File: src/rtl/led_seq_pkg.sv
// Shared mode, start-pattern and direction definitions for the LED sequencer.
package led_seq_pkg;

  typedef enum logic [1:0] {
    MODE_COUNT  = 2'd0,
    MODE_WALK   = 2'd1,
    MODE_BOUNCE = 2'd2,
    MODE_BLINK  = 2'd3
  } mode_e;

  localparam logic [3:0] START_COUNT  = 4'b0000;
  localparam logic [3:0] START_WALK   = 4'b0001;
  localparam logic [3:0] START_BOUNCE = 4'b0001;
  localparam logic [3:0] START_BLINK  = 4'b1111;

  localparam logic DIR_LEFT  = 1'b0;
  localparam logic DIR_RIGHT = 1'b1;

  function automatic logic [3:0] start_pattern(input mode_e mode);
    case (mode)
      MODE_COUNT:  return START_COUNT;
      MODE_WALK:   return START_WALK;
      MODE_BOUNCE: return START_BOUNCE;
      default:     return START_BLINK;
    endcase
  endfunction

  function automatic logic is_onehot(input logic [3:0] v);
    return (v != 4'd0) && ((v & (v - 4'd1)) == 4'd0);
  endfunction

endpackage

File: src/rtl/tick_prescaler.sv
// Synchronous prescaler: tick is high in a cycle whose edge ends a DIV+1 period.
module tick_prescaler #(
  parameter int DIV_W = 24
) (
  input  logic             CLK,
  input  logic             RST,
  input  logic [DIV_W-1:0] DIV,
  input  logic             PAUSE,
  output logic             tick
);

  logic [DIV_W-1:0] cnt;

  // >= rather than == so a DIV lowered below cnt fires at once instead of wrapping.
  assign tick = !PAUSE && (cnt >= DIV);

  always_ff @(posedge CLK) begin
    if (RST) begin
      cnt <= '0;
    end else if (!PAUSE) begin
      if (cnt >= DIV) cnt <= '0;
      else            cnt <= cnt + DIV_W'(1);
    end
  end

endmodule

File: src/rtl/led_sequencer.sv
// LED pattern sequencer advanced by a prescaler tick; four display modes.
// Optional PWM dimming with a DUTY input when LED_SEQ_DIM_EN is defined.
module led_sequencer
  import led_seq_pkg::*;
#(
  parameter int         DIV_W    = 24,
  parameter logic [1:0] RST_MODE = 2'd0
) (
  input  logic             CLK,
  input  logic             RST,
  input  logic [DIV_W-1:0] DIV,
  input  logic [1:0]       MODE,
  input  logic             PAUSE,
`ifdef LED_SEQ_DIM_EN
  input  logic [7:0]       DUTY,
`endif
  output logic             TICK,
  output logic [3:0]       LED,
  output logic [2:0]       fsm_state
);

  logic       tick;
  mode_e      mode_req, mode_r, mode_nxt;
  logic       dir_r, dir_nxt;
  logic [3:0] led_r, led_nxt;
  logic       tick_r;

  tick_prescaler #(.DIV_W(DIV_W)) u_prescaler (
    .CLK   (CLK),
    .RST   (RST),
    .DIV   (DIV),
    .PAUSE (PAUSE),
    .tick  (tick)
  );

  assign mode_req = mode_e'(MODE);

  // State register: TICK is registered alongside the pattern so both change together.
  always_ff @(posedge CLK) begin
    if (RST) begin
      mode_r <= mode_e'(RST_MODE);
      dir_r  <= DIR_LEFT;
      led_r  <= 4'b0000;
      tick_r <= 1'b0;
    end else begin
      tick_r <= tick;
      if (tick) begin
        mode_r <= mode_nxt;
        dir_r  <= dir_nxt;
        led_r  <= led_nxt;
      end
    end
  end

  // Next-state logic, only consumed on a tick.
  always_comb begin
    mode_nxt = mode_r;
    dir_nxt  = dir_r;
    led_nxt  = led_r;
    if (mode_req != mode_r) begin
      mode_nxt = mode_req;
      led_nxt  = start_pattern(mode_req);
      dir_nxt  = DIR_LEFT;
    end else begin
      case (mode_r)
        MODE_COUNT: led_nxt = led_r + 4'd1;
        MODE_WALK: begin
          if (!is_onehot(led_r)) led_nxt = START_WALK;
          else                   led_nxt = {led_r[2:0], led_r[3]};
        end
        MODE_BOUNCE: begin
          if (!is_onehot(led_r)) begin
            led_nxt = START_BOUNCE;
            dir_nxt = DIR_LEFT;
          end else if (dir_r == DIR_LEFT) begin
            if (led_r == 4'b1000) begin
              led_nxt = 4'b0100;
              dir_nxt = DIR_RIGHT;
            end else begin
              led_nxt = led_r << 1;
            end
          end else begin
            if (led_r == 4'b0001) begin
              led_nxt = 4'b0010;
              dir_nxt = DIR_LEFT;
            end else begin
              led_nxt = led_r >> 1;
            end
          end
        end
        MODE_BLINK: led_nxt = ~led_r;
      endcase
    end
  end

`ifdef LED_SEQ_DIM_EN
  logic [7:0] pwm;

  always_ff @(posedge CLK) begin
    if (RST) pwm <= 8'd0;
    else     pwm <= pwm + 8'd1;
  end

  always_comb begin
    LED       = led_r & {4{pwm < DUTY}};
    TICK      = tick_r;
    fsm_state = {mode_r, dir_r};
  end
`else
  always_comb begin
    LED       = led_r;
    TICK      = tick_r;
    fsm_state = {mode_r, dir_r};
  end
`endif

endmodule

File: config.mk
export PLATFORM = sky130hd
export DESIGN_NAME = led_sequencer
export DESIGN_NICKNAME = d
export VERILOG_FILES = /design/src/rtl/led_seq_pkg.sv /design/src/rtl/tick_prescaler.sv /design/src/rtl/led_sequencer.sv
export SDC_FILE = /design/constraint.sdc
export NUM_CORES = 1
export LEC_CHECK = 0
export ABC_AREA = 1
export CAP_MARGIN = 30
export CORE_UTILIZATION = 55
export DETAILED_ROUTE_END_ITERATION = 7
export PLACE_DENSITY_LB_ADDON = 0.2
export REMOVE_ABC_BUFFERS = 1
export SYNTH_ARGS = -nofsm -noshare
export SYNTH_HDL_FRONTEND = slang
export SYNTH_HIERARCHICAL = 1
export SYNTH_SLANG_ARGS = --single-unit
export TNS_END_PERCENT = 5
File: constraint.sdc
create_clock -name CLK -period 6.2 [get_ports CLK]
set_clock_uncertainty 0.05 [all_clocks]
set_input_delay 0.62 -clock CLK [delete_from_list [all_inputs] [get_ports CLK]]
set_output_delay 0.62 -clock CLK [all_outputs]
set_load 0.005 [all_outputs]
==> results.sh, run 1 <==
export IMPL_status="complete, no violations"
export IMPL_post_drt_wl_per_cell_um=11.9
export IMPL_synth_xor_area_frac=0.00310
export IMPL_post_cts_setup_buffers=0
export IMPL_syn_to_final_growth_pct=15.7
export IMPL_synth_top_cell_area_share=0.226
export IMPL_end_kind="flip-flop"
export IMPL_cts_resized_gates=0
export IMPL_dr_total_vias=2800
export IMPL_worst_pin_slew_ns=0.495
export IMPL_rrSetupSlack_ns=3.36
export IMPL_dp_hpwl_um=5020
export IMPL_yosysWarnings=6
export IMPL_htreeDepth=2
export IMPL_grt_max_degree=29
export IMPL_synth_avg_cell_area_um2=6.40
export IMPL_ys_types=36
export IMPL_fillers=438
export IMPL_coreArea_um2=4850
export IMPL_cts_sinks=32
export IMPL_postCtsHoldBufs=0
export IMPL_ant_nets=0
export IMPL_drive_gt1_frac=0.0970
export IMPL_hold_violations=0
export IMPL_ir_worst_vdd_uv=168
export IMPL_rsz0062_at_grt="false"
export IMPL_ys_seq_area_frac=0.226
export IMPL_utilization=0.675
export IMPL_start_util=0.583
export IMPL_clkLatencyLatePin_ns=0.29
export IMPL_yosys_area_top_type="dfxtp_1"
export IMPL_drcViolationCount=0
export IMPL_finalSetupViolCount=0
export IMPL_cts_tree="built"
export IMPL_die_area_um2=5430
export IMPL_nets=530
export IMPL_cts_buffer_depth=2
export IMPL_leakagePower_uw=0.00159
export IMPL_crit_type="in -> reg"
export IMPL_drtPass1Iterations=4
export IMPL_grt_pass1_vias=2600
export IMPL_cp_max_fo=24
export IMPL_grt_usage=0.258
export IMPL_synth_compound_area_share=0.165
export IMPL_globalplace_congestion=0.837
export IMPL_numPortBuffers=36
export IMPL_tns_ns=0
export IMPL_antennaDiodeCount=0
export IMPL_cts_made_buffers=5
export IMPL_cp_required_ns=6.31
export IMPL_die_h_um=73.7
export IMPL_synthAdderAreaFrac=0.124
export IMPL_routed_wl_um=6450
export IMPL_global_route_overflow_total=0
export IMPL_rows=25
export IMPL_netlist_instances=442
export IMPL_relSlewSlack=0.669
export IMPL_fmaxAchievable_ghz=0.308
export IMPL_drt_iter0_drc=178
export IMPL_antenna_found_initial=0
export IMPL_power_density_nw_per_um2=130
export IMPL_period_share=0.523
export IMPL_slew_viol_final=0
export IMPL_finalCriticalPeriod_ns=3.24
export IMPL_worst_setup_path_start_kind="primary input"
export IMPL_cts_root_buf="clkbuf_8"
export IMPL_vias_per_cell=5.18
export IMPL_clk_pin_slew_ns=0.07
export IMPL_hp_class="reg -> reg"
export IMPL_drv_cap=0
export IMPL_synth_mux_area_fraction=0
export IMPL_fp_dieW_um=73.7
export IMPL_grt_pass1_wl_um=10900
export IMPL_arrival_ns=3.35
export IMPL_synthSimpleGateAreaFrac=0.344
export IMPL_synth_area_top_cells="dfxtp_1 23%, nand2_1 13%, ha_1 12%"
export IMPL_synth_top_family_by_area="simple AND/OR/NAND/NOR gates"
export IMPL_ios=37
export IMPL_ys_seq_elements=32
export IMPL_syn_area_um2=2830
-- sequential cells by signal, indices dropped and copies added (netlist names) --
| name | cells |
|---|---|
| mode_r | 2 |
| TICK | 1 |
| dir_r | 1 |
| LED | 4 |
| u_prescaler/cnt | 24 |
-- cell usage after synthesis --
cell        n
nand2_1   101
inv_1      72
a21oi_1    39
nor2_1     38
nand3_1    33
dfxtp_1    32
ha_1       28
o21ai_0    17
a21oi_2     8
nand4_1     8
nand2_2     7
nor2_2      6
nor2_4      6
inv_2       5
nor3_1      5
o21bai_1    5
buf_6       4
buf_4       3
nand3_2     3
clkbuf_1    2
clkbuf_2    2
o211ai_1    2
o21ai_1     2
o21ai_2     2
a21o_1      1
a31oi_1     1
buf_2       1
clkinv_1    1
inv_4       1
nand2_4     1
nand3b_1    1
nand4_2     1
o21a_1      1
o221ai_1    1
o31ai_1     1
xnor2_1     1
-- cell families (layout without fill, tap and decap cells) --
| group | Yosys count | count (layout) |
|---|---|---|
| AND/OR/NAND/NOR | 210 | 210 |
| buffers and inverters | 91 | 123 |
| AO/OA/AOI/OAI | 80 | 80 |
| flip-flops | 32 | 32 |
| adder cells (fa/ha/maj) | 28 | 28 |
| XOR/XNOR | 1 | 1 |
-- metrics by stage --
step | cell area (um^2) | total power [uW] | cells | setup WS, ns | hold slack [ns]
2_1_floorplan | 2740 | 237 | 430 | 3.54 | 0.460
3_3_place_gp | 3180 | 262 | 533 | 2.81 | 0.474
3_5_place_dp | 3180 | 264 | 533 | 2.67 | 0.493
4_1_cts | 3270 | 426 | 541 | 2.95 | 0.503
5_1_grt | 3270 | 443 | 541 | 2.62 | 0.508
6_report | 3270 | 425 | 541 | 2.96 | 0.505
-- final cells by class --
class / count / area (um^2) / area share
Sequential cell: 32 / 641 / 0.196
Multi-Input combinational cell: 319 / 1800 / 0.550
Clock buffer: 8 / 90.1 / 0.0275
Tap cell: 67 / 83.8 / 0.0256
Timing Repair Buffer: 36 / 360 / 0.110
Inverter: 79 / 299 / 0.0914
-- power breakdown --
part / switching [uW] / internal [uW] / leakage [uW]
clock network: 74.9 / 90.4 / 0.0000455
logic: 24.7 / 25.6 / 0.00128
registers: 2.05 / 207 / 0.000258
total: 102 / 323 / 0.00159
-- cell usage in the layout, fill, tap and decap left out, types with 7 or more instances in the layout --
cell and instances:
clkdlybuf4s50_1 36, nor2_1 38, a21oi_1 39, nand2_2 7, dfxtp_1 32, nand3_1 33, a21oi_2 8, o21ai_0 17
inv_1 72, nand4_1 8, nand2_1 101, ha_1 28
-- worst max-delay path, stage by stage --
cell and delay, ns:
clkdlybuf4s50_1 0.45, inv_1 0.04, ha_1 0.28, nand2_1 0.06, nor2_1 0.13, nand2_1 0.11, nor2_2 0.10, nand2_1 0.05
nor2_1 0.09, nand2_1 0.07, nand2_2 0.39, nand2_1 0.14, inv_1 0.22, inv_1 0.12, a31oi_1 0.35, a21oi_1 0.12
-- metal layers --
layer  vias up  GRT usage  part of all wire
met2        60      0.454              0.47
met1      1249      0.302              0.45
li1       1479          -                 -
met3        12     0.0562             0.054
met4         0      0.100             0.022
met5         -          0                 0
-- final timing paths --
path,startpoint,endpoint,cells past startpoint
setup / recovery,DIV[21],LED[1],16
hold / removal,u_prescaler/cnt[6],u_prescaler/cnt[6],2
hold reg to reg,u_prescaler/cnt[6],u_prescaler/cnt[6],2
setup reg to reg,u_prescaler/cnt[15],LED[1],14
(Power assumes the default switching activity.)
==> inputs of run 2 (changes only) <==
==> constraint.sdc (replaced) <==
create_clock -name CLK -period 3.3 [get_ports CLK]
set_clock_uncertainty 0.05 [all_clocks]
set_input_delay 0.33 -clock CLK [delete_from_list [all_inputs] [get_ports CLK]]
set_output_delay 0.33 -clock CLK [all_outputs]
set_load 0.005 [all_outputs]
==> results.sh, run 2 (synthesized netlist as in run 1, its figures left out) <==
export IMPL_status="complete, no violations"
export IMPL_cp_max_fo=10
export IMPL_finalNonFillerCells=542
export IMPL_pwr_share_comb=0.118
export IMPL_clock_power_share=0.394
export IMPL_finalCriticalPeriod_ns=2.52
export IMPL_top_register="u_prescaler/cnt"
export IMPL_hp_class="reg -> reg"
export IMPL_power_density_nw_per_um2=245
export IMPL_multi_input_area_um2=1800
export IMPL_post_drt_wl_per_cell_um=12.0
export IMPL_die_h_um=73.7
export IMPL_global_route_overflow_total=0
export IMPL_clkLatencyLatePin_ns=0.28
export IMPL_ios=37
export IMPL_drive_gt1_frac=0.101
export IMPL_worst_setup_path_start_kind="primary input"
export IMPL_clk_pin_slew_ns=0.07
export IMPL_rsz0062_at_grt="false"
export IMPL_cp_required_ns=3.41
export IMPL_fillers=440
export IMPL_cts_root_buf="clkbuf_8"
export IMPL_end_kind="flip-flop"
export IMPL_layout_common_cells="101 x nand2_1, 72 x inv_1, 39 x a21oi_1, 38 x nor2_1, 36 x clkdlybuf4s50_1"
export IMPL_nets=531
export IMPL_fin_area_um2=3280
export IMPL_p_switching_uw=198
export IMPL_finalSetupViolCount=0
export IMPL_largest_register_ffs=24
export IMPL_dp_hpwl_um=5140
export IMPL_seqCellArea_um2=641
export IMPL_postPlaceCellArea_um2=3190
export IMPL_worst_pin_slew_ns=0.467
export IMPL_layout_commonest_cell="nand2_1"
export IMPL_antenna_found_initial=0
export IMPL_cts_made_buffers=5
export IMPL_dr_total_vias=2873
export IMPL_tns_ns=0
export IMPL_routed_wl_um=6520
export IMPL_grt_pass1_vias=2638
export IMPL_leakagePower_uw=0.00159
export IMPL_slew_viol_final=0
export IMPL_cts_tree="built"
export IMPL_vias_per_cell=5.30
export IMPL_numPortBuffers=36
export IMPL_ant_nets=0
export IMPL_crit_type="in -> reg"
export IMPL_drtPass1Iterations=5
export IMPL_postCtsHoldBufs=0
export IMPL_coreArea_um2=4850
export IMPL_drcViolationCount=0
export IMPL_hold_violations=0
export IMPL_cts_sinks=32
export IMPL_grt_usage=0.263
export IMPL_syn_to_final_growth_pct=16.1
export IMPL_ir_worst_vdd_uv=292
export IMPL_p_int_uw=606
export IMPL_drv_cap=0
export IMPL_power_frac_seq=0.489
export IMPL_arrival_ns=2.63
export IMPL_globalplace_congestion=0.881
export IMPL_dp_cells=534
export IMPL_die_area_um2=5430
export IMPL_post_cts_setup_buffers=0
export IMPL_antennaDiodeCount=0
export IMPL_period_share=0.765
export IMPL_htreeDepth=2
export IMPL_rows=25
export IMPL_cts_resized_gates=0
export IMPL_grt_max_degree=29
export IMPL_fmaxAchievable_ghz=0.396
export IMPL_start_util=0.583
export IMPL_drt_iter0_drc=186
export IMPL_fp_dieW_um=73.7
export IMPL_sw_frac_of_total=0.247
export IMPL_cts_buffer_depth=2
export IMPL_utilization=0.677
export IMPL_grt_pass1_wl_um=11200
export IMPL_relSlewSlack=0.688
[run 2: changes by cell type in the layout (fill, tap and decap cells not counted), sizes merged]
| cell | delta |
|---|---|
| clkbuf | -1 |
| clkinvlp | +1 |
| buf | +1 |
[run 2: worst max-delay path, cell delays in order]
cell and delay (ns):
clkdlybuf4s50_1 0.46, inv_1 0.04, ha_1 0.28, nand2_1 0.05
nor2_1 0.14, nand2_1 0.10, nor2_2 0.11, nand2_1 0.05
nor2_1 0.08, nand2_1 0.06, nand2_2 0.08, nand2_1 0.06
inv_1 0.20, inv_1 0.13, a31oi_1 0.33, a21oi_1 0.12
[run 2: cell type report]
class | count | area share
Clock inverter | 1 | 0.00229
Multi-Input combinational cell | 319 | 0.548
Inverter | 79 | 0.0910
Sequential cell | 32 | 0.195
Timing Repair Buffer | 37 | 0.112
Tap cell | 67 | 0.0255
Clock buffer | 7 | 0.0263
[run 2: layer usage]
layer	share of wire	vias up	track usage	wire length, um
met1	0.45	1294	0.324	2910
met3	0.059	17	0.0494	386
met5	0	-	0	0
met2	0.47	79	0.456	3100
met4	0.019	0	0.0940	125
li1	-	1483	-	-
[run 2: final timing paths]
path	from	end	slack, ns	cells past startpoint
setup / recovery	DIV[23]	LED[1]	0.78	16
hold / removal	u_prescaler/cnt[6]	u_prescaler/cnt[6]	0.50	2
setup reg to reg	u_prescaler/cnt[15]	LED[1]	0.89	14
hold reg to reg	u_prescaler/cnt[6]	u_prescaler/cnt[6]	0.50	2
[run 2: power by group through the flow]
stage | Combinational [uW] | Clock (uW) | Sequential [uW]
2_1_floorplan | 45.2 | 0 | 400
3_3_place_gp | 91.8 | 0 | 401
3_5_place_dp | 95.2 | 0 | 402
4_1_cts | 95.7 | 323 | 393
5_1_grt | 108 | 339 | 393
6_report | 94.9 | 316 | 393
[run 2: stage by stage]
| stage | power [uW] | worst slack [ns] | hold slack, ns |
|---|---|---|---|
| 2_1_floorplan | 446 | 0.925 | 0.352 |
| 3_3_place_gp | 493 | 0.580 | 0.474 |
| 3_5_place_dp | 497 | 0.497 | 0.491 |
| 4_1_cts | 811 | 0.784 | 0.501 |
| 5_1_grt | 839 | 0.506 | 0.530 |
| 6_report | 804 | 0.777 | 0.501 |
